## src/rtl/pid_core_param.sv

```systemverilog
// pid_core_param: multi-cycle signed PID controller with run-time gains.
// A sample accepted on sample_valid runs through ERR -> MUL -> SUM -> OUT.
// The control word appears with a one-cycle out_valid pulse four cycles
// after the accepting edge.
//
// Ports:
//   clk, rst_n      clock (rising edge), asynchronous active-low reset
//   sample_valid    new setpoint/feedback sample; gains captured with it
//   setpoint        target value (unsigned, DATA_W)
//   feedback        measured value (unsigned, DATA_W)
//   kp, ki, kd      unsigned gains (COEF_W), FRAC_W fraction bits
//   clear           synchronous flush of integral/prev_error, aborts work
//   busy            computation in flight, samples ignored
//   out_valid       one-cycle pulse, control_signal updated
//   control_signal  saturated unsigned control word
//   saturated       last output was clamped
//
// Optional feature: define PID_ANTI_WINDUP_EN for conditional-integration
// anti-windup (integral holds when the output clamps in the error's direction).
module pid_core_param #(
  parameter int unsigned DATA_W = 8,
  parameter int unsigned COEF_W = 8,
  parameter int unsigned FRAC_W = 8,
  parameter int unsigned ACC_W  = 24
) (
  input  logic              clk,
  input  logic              rst_n,
  input  logic              sample_valid,
  input  logic [DATA_W-1:0] setpoint,
  input  logic [DATA_W-1:0] feedback,
  input  logic [COEF_W-1:0] kp,
  input  logic [COEF_W-1:0] ki,
  input  logic [COEF_W-1:0] kd,
  input  logic              clear,
  output logic              busy,
  output logic              out_valid,
  output logic [DATA_W-1:0] control_signal,
  output logic              saturated
);

  localparam int unsigned E_W = DATA_W + 1;   // error width
  localparam int unsigned D_W = DATA_W + 2;   // error-difference width
  localparam int unsigned W_W = ACC_W + 2;    // headroom for three-term sums

  localparam logic signed [W_W-1:0]   SAT_HI = {3'b000, {(ACC_W-1){1'b1}}};
  localparam logic signed [W_W-1:0]   SAT_LO = -SAT_HI;
  localparam logic signed [ACC_W-1:0] Y_MAX  = {{(ACC_W-DATA_W){1'b0}}, {DATA_W{1'b1}}};

  localparam logic [2:0] S_IDLE = 3'd0;
  localparam logic [2:0] S_ERR  = 3'd1;
  localparam logic [2:0] S_MUL  = 3'd2;
  localparam logic [2:0] S_SUM  = 3'd3;
  localparam logic [2:0] S_OUT  = 3'd4;

  logic [2:0]               state_q, state_d;
  logic [DATA_W-1:0]        sp_q, sp_d, fb_q, fb_d;
  logic [COEF_W-1:0]        kp_q, kp_d, ki_q, ki_d, kd_q, kd_d;
  logic signed [E_W-1:0]    e_q, e_d;
  logic signed [D_W-1:0]    d_q, d_d;
  logic signed [ACC_W-1:0]  p_q, p_d, ii_q, ii_d, dt_q, dt_d;
  logic signed [ACC_W-1:0]  integ_q, integ_d;
  logic signed [E_W-1:0]    prev_err_q, prev_err_d;
  logic [DATA_W-1:0]        cs_q, cs_d;
  logic                     sat_q, sat_d, ov_q, ov_d, busy_q, busy_d;

  logic signed [E_W-1:0]    e_c;
  logic signed [D_W-1:0]    d_c;
  logic signed [ACC_W-1:0]  e_a, d_a, i_cand, s_sum, s_sh;
  logic                     clamp_hi, clamp_lo, hold_int;
  logic [DATA_W-1:0]        y_c;

  // Symmetric saturation to +/-(2^(ACC_W-1)-1).
  function automatic logic signed [ACC_W-1:0] sat_acc(input logic signed [W_W-1:0] x);
    if (x > SAT_HI)      return SAT_HI[ACC_W-1:0];
    else if (x < SAT_LO) return SAT_LO[ACC_W-1:0];
    else                 return x[ACC_W-1:0];
  endfunction

  function automatic logic signed [W_W-1:0] ext_w(input logic signed [ACC_W-1:0] x);
    return {{2{x[ACC_W-1]}}, x};
  endfunction

  // Next-state, datapath and output logic.
  always_comb begin
    state_d    = state_q;
    sp_d       = sp_q;
    fb_d       = fb_q;
    kp_d       = kp_q;
    ki_d       = ki_q;
    kd_d       = kd_q;
    e_d        = e_q;
    d_d        = d_q;
    p_d        = p_q;
    ii_d       = ii_q;
    dt_d       = dt_q;
    integ_d    = integ_q;
    prev_err_d = prev_err_q;
    cs_d       = cs_q;
    sat_d      = sat_q;

    // Inputs are unsigned, so zero-extend before the signed subtract.
    e_c = $signed({1'b0, sp_q}) - $signed({1'b0, fb_q});
    d_c = $signed({e_c[E_W-1], e_c}) - $signed({prev_err_q[E_W-1], prev_err_q});
    e_a = ACC_W'(e_q);
    d_a = ACC_W'(d_q);

    i_cand   = sat_acc(ext_w(integ_q) + ext_w(ii_q));
    s_sum    = sat_acc(ext_w(p_q) + ext_w(i_cand) + ext_w(dt_q));
    s_sh     = s_sum >>> FRAC_W;
    clamp_lo = s_sh[ACC_W-1];
    clamp_hi = !clamp_lo && (s_sh > Y_MAX);
    if (clamp_lo)      y_c = '0;
    else if (clamp_hi) y_c = '1;
    else               y_c = s_sh[DATA_W-1:0];

`ifdef PID_ANTI_WINDUP_EN
    // Stop integrating while the output is pinned in the error's direction.
    hold_int = (clamp_hi && !e_q[E_W-1] && (e_q != '0)) || (clamp_lo && e_q[E_W-1]);
`else
    hold_int = 1'b0;
`endif

    case (state_q)
      S_IDLE, S_OUT: begin
        if (sample_valid) begin
          sp_d    = setpoint;
          fb_d    = feedback;
          kp_d    = kp;
          ki_d    = ki;
          kd_d    = kd;
          state_d = S_ERR;
        end else begin
          state_d = S_IDLE;
        end
      end
      S_ERR: begin
        e_d     = e_c;
        d_d     = d_c;
        state_d = S_MUL;
      end
      S_MUL: begin
        p_d     = ACC_W'($signed({1'b0, kp_q})) * e_a;
        ii_d    = ACC_W'($signed({1'b0, ki_q})) * e_a;
        dt_d    = ACC_W'($signed({1'b0, kd_q})) * d_a;
        state_d = S_SUM;
      end
      S_SUM: begin
        // Output is always formed from i_cand; only the commit may hold.
        integ_d    = hold_int ? integ_q : i_cand;
        prev_err_d = e_q;
        cs_d       = y_c;
        sat_d      = clamp_lo | clamp_hi;
        state_d    = S_OUT;
      end
      default: state_d = S_IDLE;
    endcase

    // Clear aborts in-flight work but leaves the last output word intact.
    if (clear) begin
      state_d    = S_IDLE;
      integ_d    = '0;
      prev_err_d = '0;
      cs_d       = cs_q;
      sat_d      = sat_q;
    end

    ov_d   = (state_d == S_OUT);
    busy_d = (state_d == S_ERR) || (state_d == S_MUL) || (state_d == S_SUM);
  end

  // State and pipeline registers.
  always_ff @(posedge clk or negedge rst_n) begin
    if (!rst_n) begin
      state_q    <= S_IDLE;
      sp_q       <= '0;
      fb_q       <= '0;
      kp_q       <= '0;
      ki_q       <= '0;
      kd_q       <= '0;
      e_q        <= '0;
      d_q        <= '0;
      p_q        <= '0;
      ii_q       <= '0;
      dt_q       <= '0;
      integ_q    <= '0;
      prev_err_q <= '0;
      cs_q       <= '0;
      sat_q      <= 1'b0;
      ov_q       <= 1'b0;
      busy_q     <= 1'b0;
    end else begin
      state_q    <= state_d;
      sp_q       <= sp_d;
      fb_q       <= fb_d;
      kp_q       <= kp_d;
      ki_q       <= ki_d;
      kd_q       <= kd_d;
      e_q        <= e_d;
      d_q        <= d_d;
      p_q        <= p_d;
      ii_q       <= ii_d;
      dt_q       <= dt_d;
      integ_q    <= integ_d;
      prev_err_q <= prev_err_d;
      cs_q       <= cs_d;
      sat_q      <= sat_d;
      ov_q       <= ov_d;
      busy_q     <= busy_d;
    end
  end

  assign busy           = busy_q;
  assign out_valid      = ov_q;
  assign control_signal = cs_q;
  assign saturated      = sat_q;

endmodule

```

## config.mk

```make
export PLATFORM = sky130hd
export DESIGN_NAME = pid_core_param
export DESIGN_NICKNAME = d
export VERILOG_FILES = /design/src/rtl/pid_core_param.sv
export SDC_FILE = /design/constraint.sdc
export NUM_CORES = 1
export LEC_CHECK = 0
export BUFFER_PORTS_ARGS = -buffer_cell sky130_fd_sc_hd__buf_4
export CAP_MARGIN = 30
export CELL_PAD_IN_SITES_DETAIL_PLACEMENT = 1
export CELL_PAD_IN_SITES_GLOBAL_PLACEMENT = 1
export CORE_ASPECT_RATIO = 0.75
export CORE_MARGIN = 3
export CORE_UTILIZATION = 40
export CTS_CLUSTER_SIZE = 24
export DETAILED_ROUTE_END_ITERATION = 12
export PLACE_DENSITY = 0.71
export REMOVE_ABC_BUFFERS = 1
export SLEW_MARGIN = 20
export SYNTH_ARGS = -nofsm -noshare
export SYNTH_HDL_FRONTEND = slang
export SYNTH_SLANG_ARGS = --single-unit
```

## constraint.sdc

```tcl
create_clock -name clk -period 6.9 [get_ports clk]
set_clock_uncertainty 0.1 [all_clocks]
set_input_delay 1.725 -clock clk [delete_from_list [all_inputs] [get_ports clk]]
set_output_delay 1.725 -clock clk [all_outputs]
set_load 0.05 [all_outputs]
```

* After elaboration in Yosys (flattened, before gate mapping)
Index checks and enable logic that the tools add are counted.
** Operators by class
- Add/sub/neg operators :: 5
- Multipliers :: 3
- $lt $le $gt $ge :: 5
- Equal/unequal tests :: 8
- Muxes and demuxes :: 13
- Bitwise gates (word level) :: 2
- Reductions and logical operators :: 9
** Operators with widths (count)
- $mux 24 :: 6
- $mul 9x9->18 :: 2
- $add 25x19->26 :: 1
- $gt 26x24->1 const B :: 1
- $lt 26x24->1 const B :: 1
- $add 18x24->25 :: 1
- $add 24x18->25 :: 1
- $gt 25x24->1 const B :: 1
- $lt 25x24->1 const B :: 1
- $mul 9x10->19 :: 1
- $mux 9 :: 2
- $gt 16x9->1 const B :: 1
- $mux 8 :: 2
- $eq 3x2->1 const B :: 4
- $pmux 3 s4 :: 1
- $sub 9x9->10 :: 1
- $sub 8x8->9 :: 1
- $eq 3x1->1 const B :: 2
- $eq 3x3->1 const B :: 2
- $reduce_and 2->1 :: 2
- $logic_not 3->1 :: 1
- $mux 3 :: 1
- $logic_or 1x1->1 :: 2
- $reduce_bool 2->1 :: 1
- other kinds (6) :: 6
** Storage, ports and cells
- Register bits after elaboration :: 161
- Output and inout bits :: 11

* Logic depth before layout (Yosys ltp)
- Depth after elaboration :: 13
- Gate-level depth with buffers :: 27
- Mapped depth without buffers :: 25

* Worst setup path before layout
OpenSTA, ideal clock, no wires.
- Kind :: register to register
- Start point :: register integ_q[0]
- End point :: register cs_q[6] (netlist: control_signal[6])
- Data arrival time :: 5.808 ns
- Required time :: 6.648 ns
- Setup slack :: 0.839 ns
- Cell stages (with the launch flop) :: 26
- Buffers on the path :: 2
- Period minus slack after synthesis :: 6.061 ns
- Path through :: dfrtp_1 ha_1 inv_1 fa_1 nand2b_1 a21oi_1 o2111ai_1 a21o_1 a211oi_1 o221ai_1 buf_2 inv_2 clkbuf_1 o21ai_0 o21ai_0 fa_1 ha_1 a2111oi_0 o21a_1 o211ai_1 a21oi_1 o21ai_0 xor2_1 a2111oi_0 nor4b_2 a31oi_1
** On the way
- Longest elaborated chain between the ends :: 13
** Ends and longest elaborated chain
- start: declaration :: line 61 : logic signed [ACC_W-1:0] integ_q, integ_d;
- start signal: assignment :: line 203 : integ_q <= integ_d;
- $add 24x18->25 * :: line 107 : i_cand = sat_acc(ext_w(integ_q) + ext_w(ii_q));
- $lt 25x24->1 :: line 75 : else if (x < SAT_LO) return SAT_LO[ACC_W-1:0];
- $mux 24 :: line 75
- $mux 24 * :: line 74 : if (x > SAT_HI) return SAT_HI[ACC_W-1:0];
- $add 18x24->25 * :: line 108 : s_sum = sat_acc(ext_w(p_q) + ext_w(i_cand) + ext_w(dt_q));
- $add 25x19->26 * :: line 108
- $lt 26x24->1 :: line 75
- $mux 24 :: line 75
- $mux 24 * :: line 74
- $gt 16x9->1 or $logic_not 1->1 (tied branches) :: line 111 : clamp_hi = !clamp_lo && (s_sh > Y_MAX);
- $logic_and 1x1->1 :: line 111
- $mux 8 :: line 113 : else if (clamp_hi) y_c = '1;
- $mux 8 * :: line 112 : if (clamp_lo) y_c = '0;
- end signal: assignment :: line 205 : cs_q <= cs_d;
- end: declaration :: line 63 : logic [DATA_W-1:0] cs_q, cs_d;
Mark *: on every way between the ends. The rest lies on a longest branch, timed or not.
A chain may end at the register's enable or synchronous reset.

* Worst setup path in the final report
- Start point :: register ii_q[3]
- End point :: register cs_q[7] (netlist: control_signal[7])
** On the way
- Longest elaborated chain between the ends :: 13
** Ends and longest elaborated chain
- start: declaration :: line 60 : logic signed [ACC_W-1:0] p_q, p_d, ii_q, ii_d, dt_q, dt_d;
- start signal: assignment :: line 201 : ii_q <= ii_d;
- $add 24x18->25 * :: line 107
- $lt 25x24->1 :: line 75
- $mux 24 :: line 75
- $mux 24 * :: line 74
- $add 18x24->25 * :: line 108
- $add 25x19->26 * :: line 108
- $lt 26x24->1 :: line 75
- $mux 24 :: line 75
- $mux 24 * :: line 74
- $gt 16x9->1 or $logic_not 1->1 (tied branches) :: line 111
- $logic_and 1x1->1 :: line 111
- $mux 8 :: line 113
- $mux 8 * :: line 112
Marked as above.

==> results.ini <==
[sta]
setup_viol=0
final-max-slew-violation-count=0
hold_viol=0
finalCritPeriodShare=0.929
post-route-min-period_ns=6.41
relSlewSlack=0.271
rsz0062_at_grt=no
whs_ns=0.385
finalSetupTns_ns=0
fmax_ghz=0.156
worstMarginPinSlew_ns=1.09

[setup_path]
startpoint_type=register
setup.worst_path.class=register to register
max_stage_delay_ns=0.51
cp_num_buf_inv=2
slowest_stage=a2111oi_4
end_kind=register
critPathTopFamily=compound AO/OA/AOI/OAI gates
cp_common_cell=a21oi_1
startpoint=ii_q[3]
cp_max_fo=8
required_ns=7.17
r2r-start=ii_q[3]
crit_chain=ha_1, o211ai_2, o211a_1, a2111oi_4, nor4_1, a211o_1, or4_1, nor4b_2, nand4b_1, a21oi_1, fa_1, ha_1, inv_1, fa_1, nand2b_1, a21oi_1, o31a_1, o21ai_1, a2111oi_1, o21ai_0, a311oi_1, buf_4, a21oi_1, a31oi_1
arrival_ns=6.68

[die]
start_util=0.412
rows=66
io_pins=55
die_w_microns=252
core_sq_um=44000
die_area_sq_um=47900
die_height_microns=190

[layout]
drive_above_1_share=0.0891
most-common-layout-cells=inv_1 (284), nand2_1 (251), ha_1 (209), fa_1 (180), dfrtp_1 (161)
fill_cells=5121
layout.cells.non_filler=2586
syn2layout_area_growth_pct=8.95
seq_area_sq_um=4030
antenna_cells=0
postLayoutCoreUtil=0.448
layout_commonest_cell=inv_1
multi_input_area_sq_um=12700
final_nets=2429

[detailed_routing]
first_iter_violations=737
via_count=13900
drtPass1Iterations=5
ant_nets=0
remaining_drc_errors=0
avgViaCountPerCell=5.37
wire_per_inst_microns=18.2
totalWireLength_microns=47200

[cts]
clock-root-buffer=clkbuf_16
htreeDepth=4
cts_buffer_depth=2
numCtsBuffers=17
clk_latency_ns=0.46
clk_pin_slew_ns=0.07
clock_sinks=161
cts_tree=built
postCtsSetupBuffers=0
ctsHoldBuffers=0
cts_resized=0

[synth]
yosysUniqueCellTypes=67
avgSynthCellArea_sq_um=9.12
synth_warnings=0
synth_area_sq_um=18100
ys_seq_elements=161
yosysSeqAreaShare=0.222
synth_edf_count=0
async_flop_share=1.00
synth-main-ff-cell=dfrtp_1
synthCells=1986

[global_route]
grt_antenna_before_repair=1
grt_pass1_vias=15100
grt_util_met3=0.0322
overflow=0
use_met1=0.305
grt_pass1_wl_microns=79600
grt.total_usage=0.207
grt_util_met2=0.326
grt_max_degree=162
grt.busiest_layer=met2

[outcome]
outcome=complete, no violations

[place]
hpwl_microns=37500
dp_cells=2555
place.gp.congestion=0.842
portBuffers=54

[hold_path]
worstHoldStart=dt_q[18]
hp-class=register to register

[run]
max-cap-violations=0

## final cells by class
cell class | count | area share
repair buffers | 73 | 0.0288
clock inverters | 13 | 0.00868
multi-input cells | 1458 | 0.645
flip-flops and latches | 161 | 0.204
inverters | 285 | 0.0542
well taps | 578 | 0.0366
clock buffers | 18 | 0.0223
## metal layers
metal	part of all wire	vias up
met3	0.033	33
met4	0.0084	0
met1	0.51	7058
met2	0.45	220
li1	-	6569
met5	0	-
## per-stage QoR
stage	cell area, sq um	setup slack, ns
5_1_grt	19700	0.00864
4_1_cts	19700	0.300
6_report	19700	0.493
3_3_place_gp	19100	0.604
3_5_place_dp	19100	0.430
2_1_floorplan	17800	0.545
## registers in the layout (all words and copies together) (netlist names), 9 cells and up
name        cells
dt_q           19
ii_q           18
d_q            10
prev_err_q      9
e_q             9
p_q            18
integ_q        24
## worst paths after layout
| path | endpoint | slack (ns) | cells past startpoint |
|---|---|---|---|
| worst max-delay path | control_signal[7] | 0.49 | 24 |
| worst min-delay path | dt_q[18] | 0.39 | 2 |
| worst max register to register | control_signal[7] | 0.49 | 24 |
| worst min register to register | dt_q[18] | 0.39 | 2 |
| max in group asynchronous | ki_q[7] | 4.62 | 2 |
| min in group asynchronous | integ_q[21] | 1.18 | 2 |
## Yosys cell counts, types with 13 or more instances
cell type,number,area [sq um]
inv_1,284,1070
nand2_1,251,942
ha_1,209,2620
fa_1,180,3600
dfrtp_1,161,4030
and2_1,116,726
o21ai_0,89,445
a21oi_1,85,425
clkbuf_1,76,285
xnor2_1,52,455
nor2_1,46,173
nand3_1,44,220
mux2_2,42,473
xor2_1,30,263
a21o_1,28,210
nor3_1,23,115
maj3_1,20,200
nand2b_1,20,125
a31oi_1,18,113
o211ai_1,17,128
nor2b_1,16,100
and3_1,13,81.3
## worst reg2reg max path, stage by stage (launching register included)
cell and delay [ns]:
dfrtp_1 0.40, ha_1 0.39, o211ai_2 0.14, o211a_1 0.29, a2111oi_4 0.51, nor4_1 0.09
a211o_1 0.37, or4_1 0.44, nor4b_2 0.31, nand4b_1 0.18, a21oi_1 0.20, fa_1 0.20
ha_1 0.17, inv_1 0.06, fa_1 0.34, nand2b_1 0.14, a21oi_1 0.18, o31a_1 0.22
o21ai_1 0.26, a2111oi_1 0.43, o21ai_0 0.17, a311oi_1 0.29, buf_4 0.21, a21oi_1 0.06
a31oi_1 0.18
## logic make-up after synthesis
kind of cell    count (synthesis)  synth area share
buf+inv                       367            0.0765
xor+xnor                       82            0.0396
simple gates                  579             0.157
compound gates                346             0.124
mux                            42            0.0261
flops                         161             0.222
fa+ha+maj                     409             0.354
Power is not shown: default switching activity piles up to over one toggle a cycle in this logic, so the estimate is an artifact.
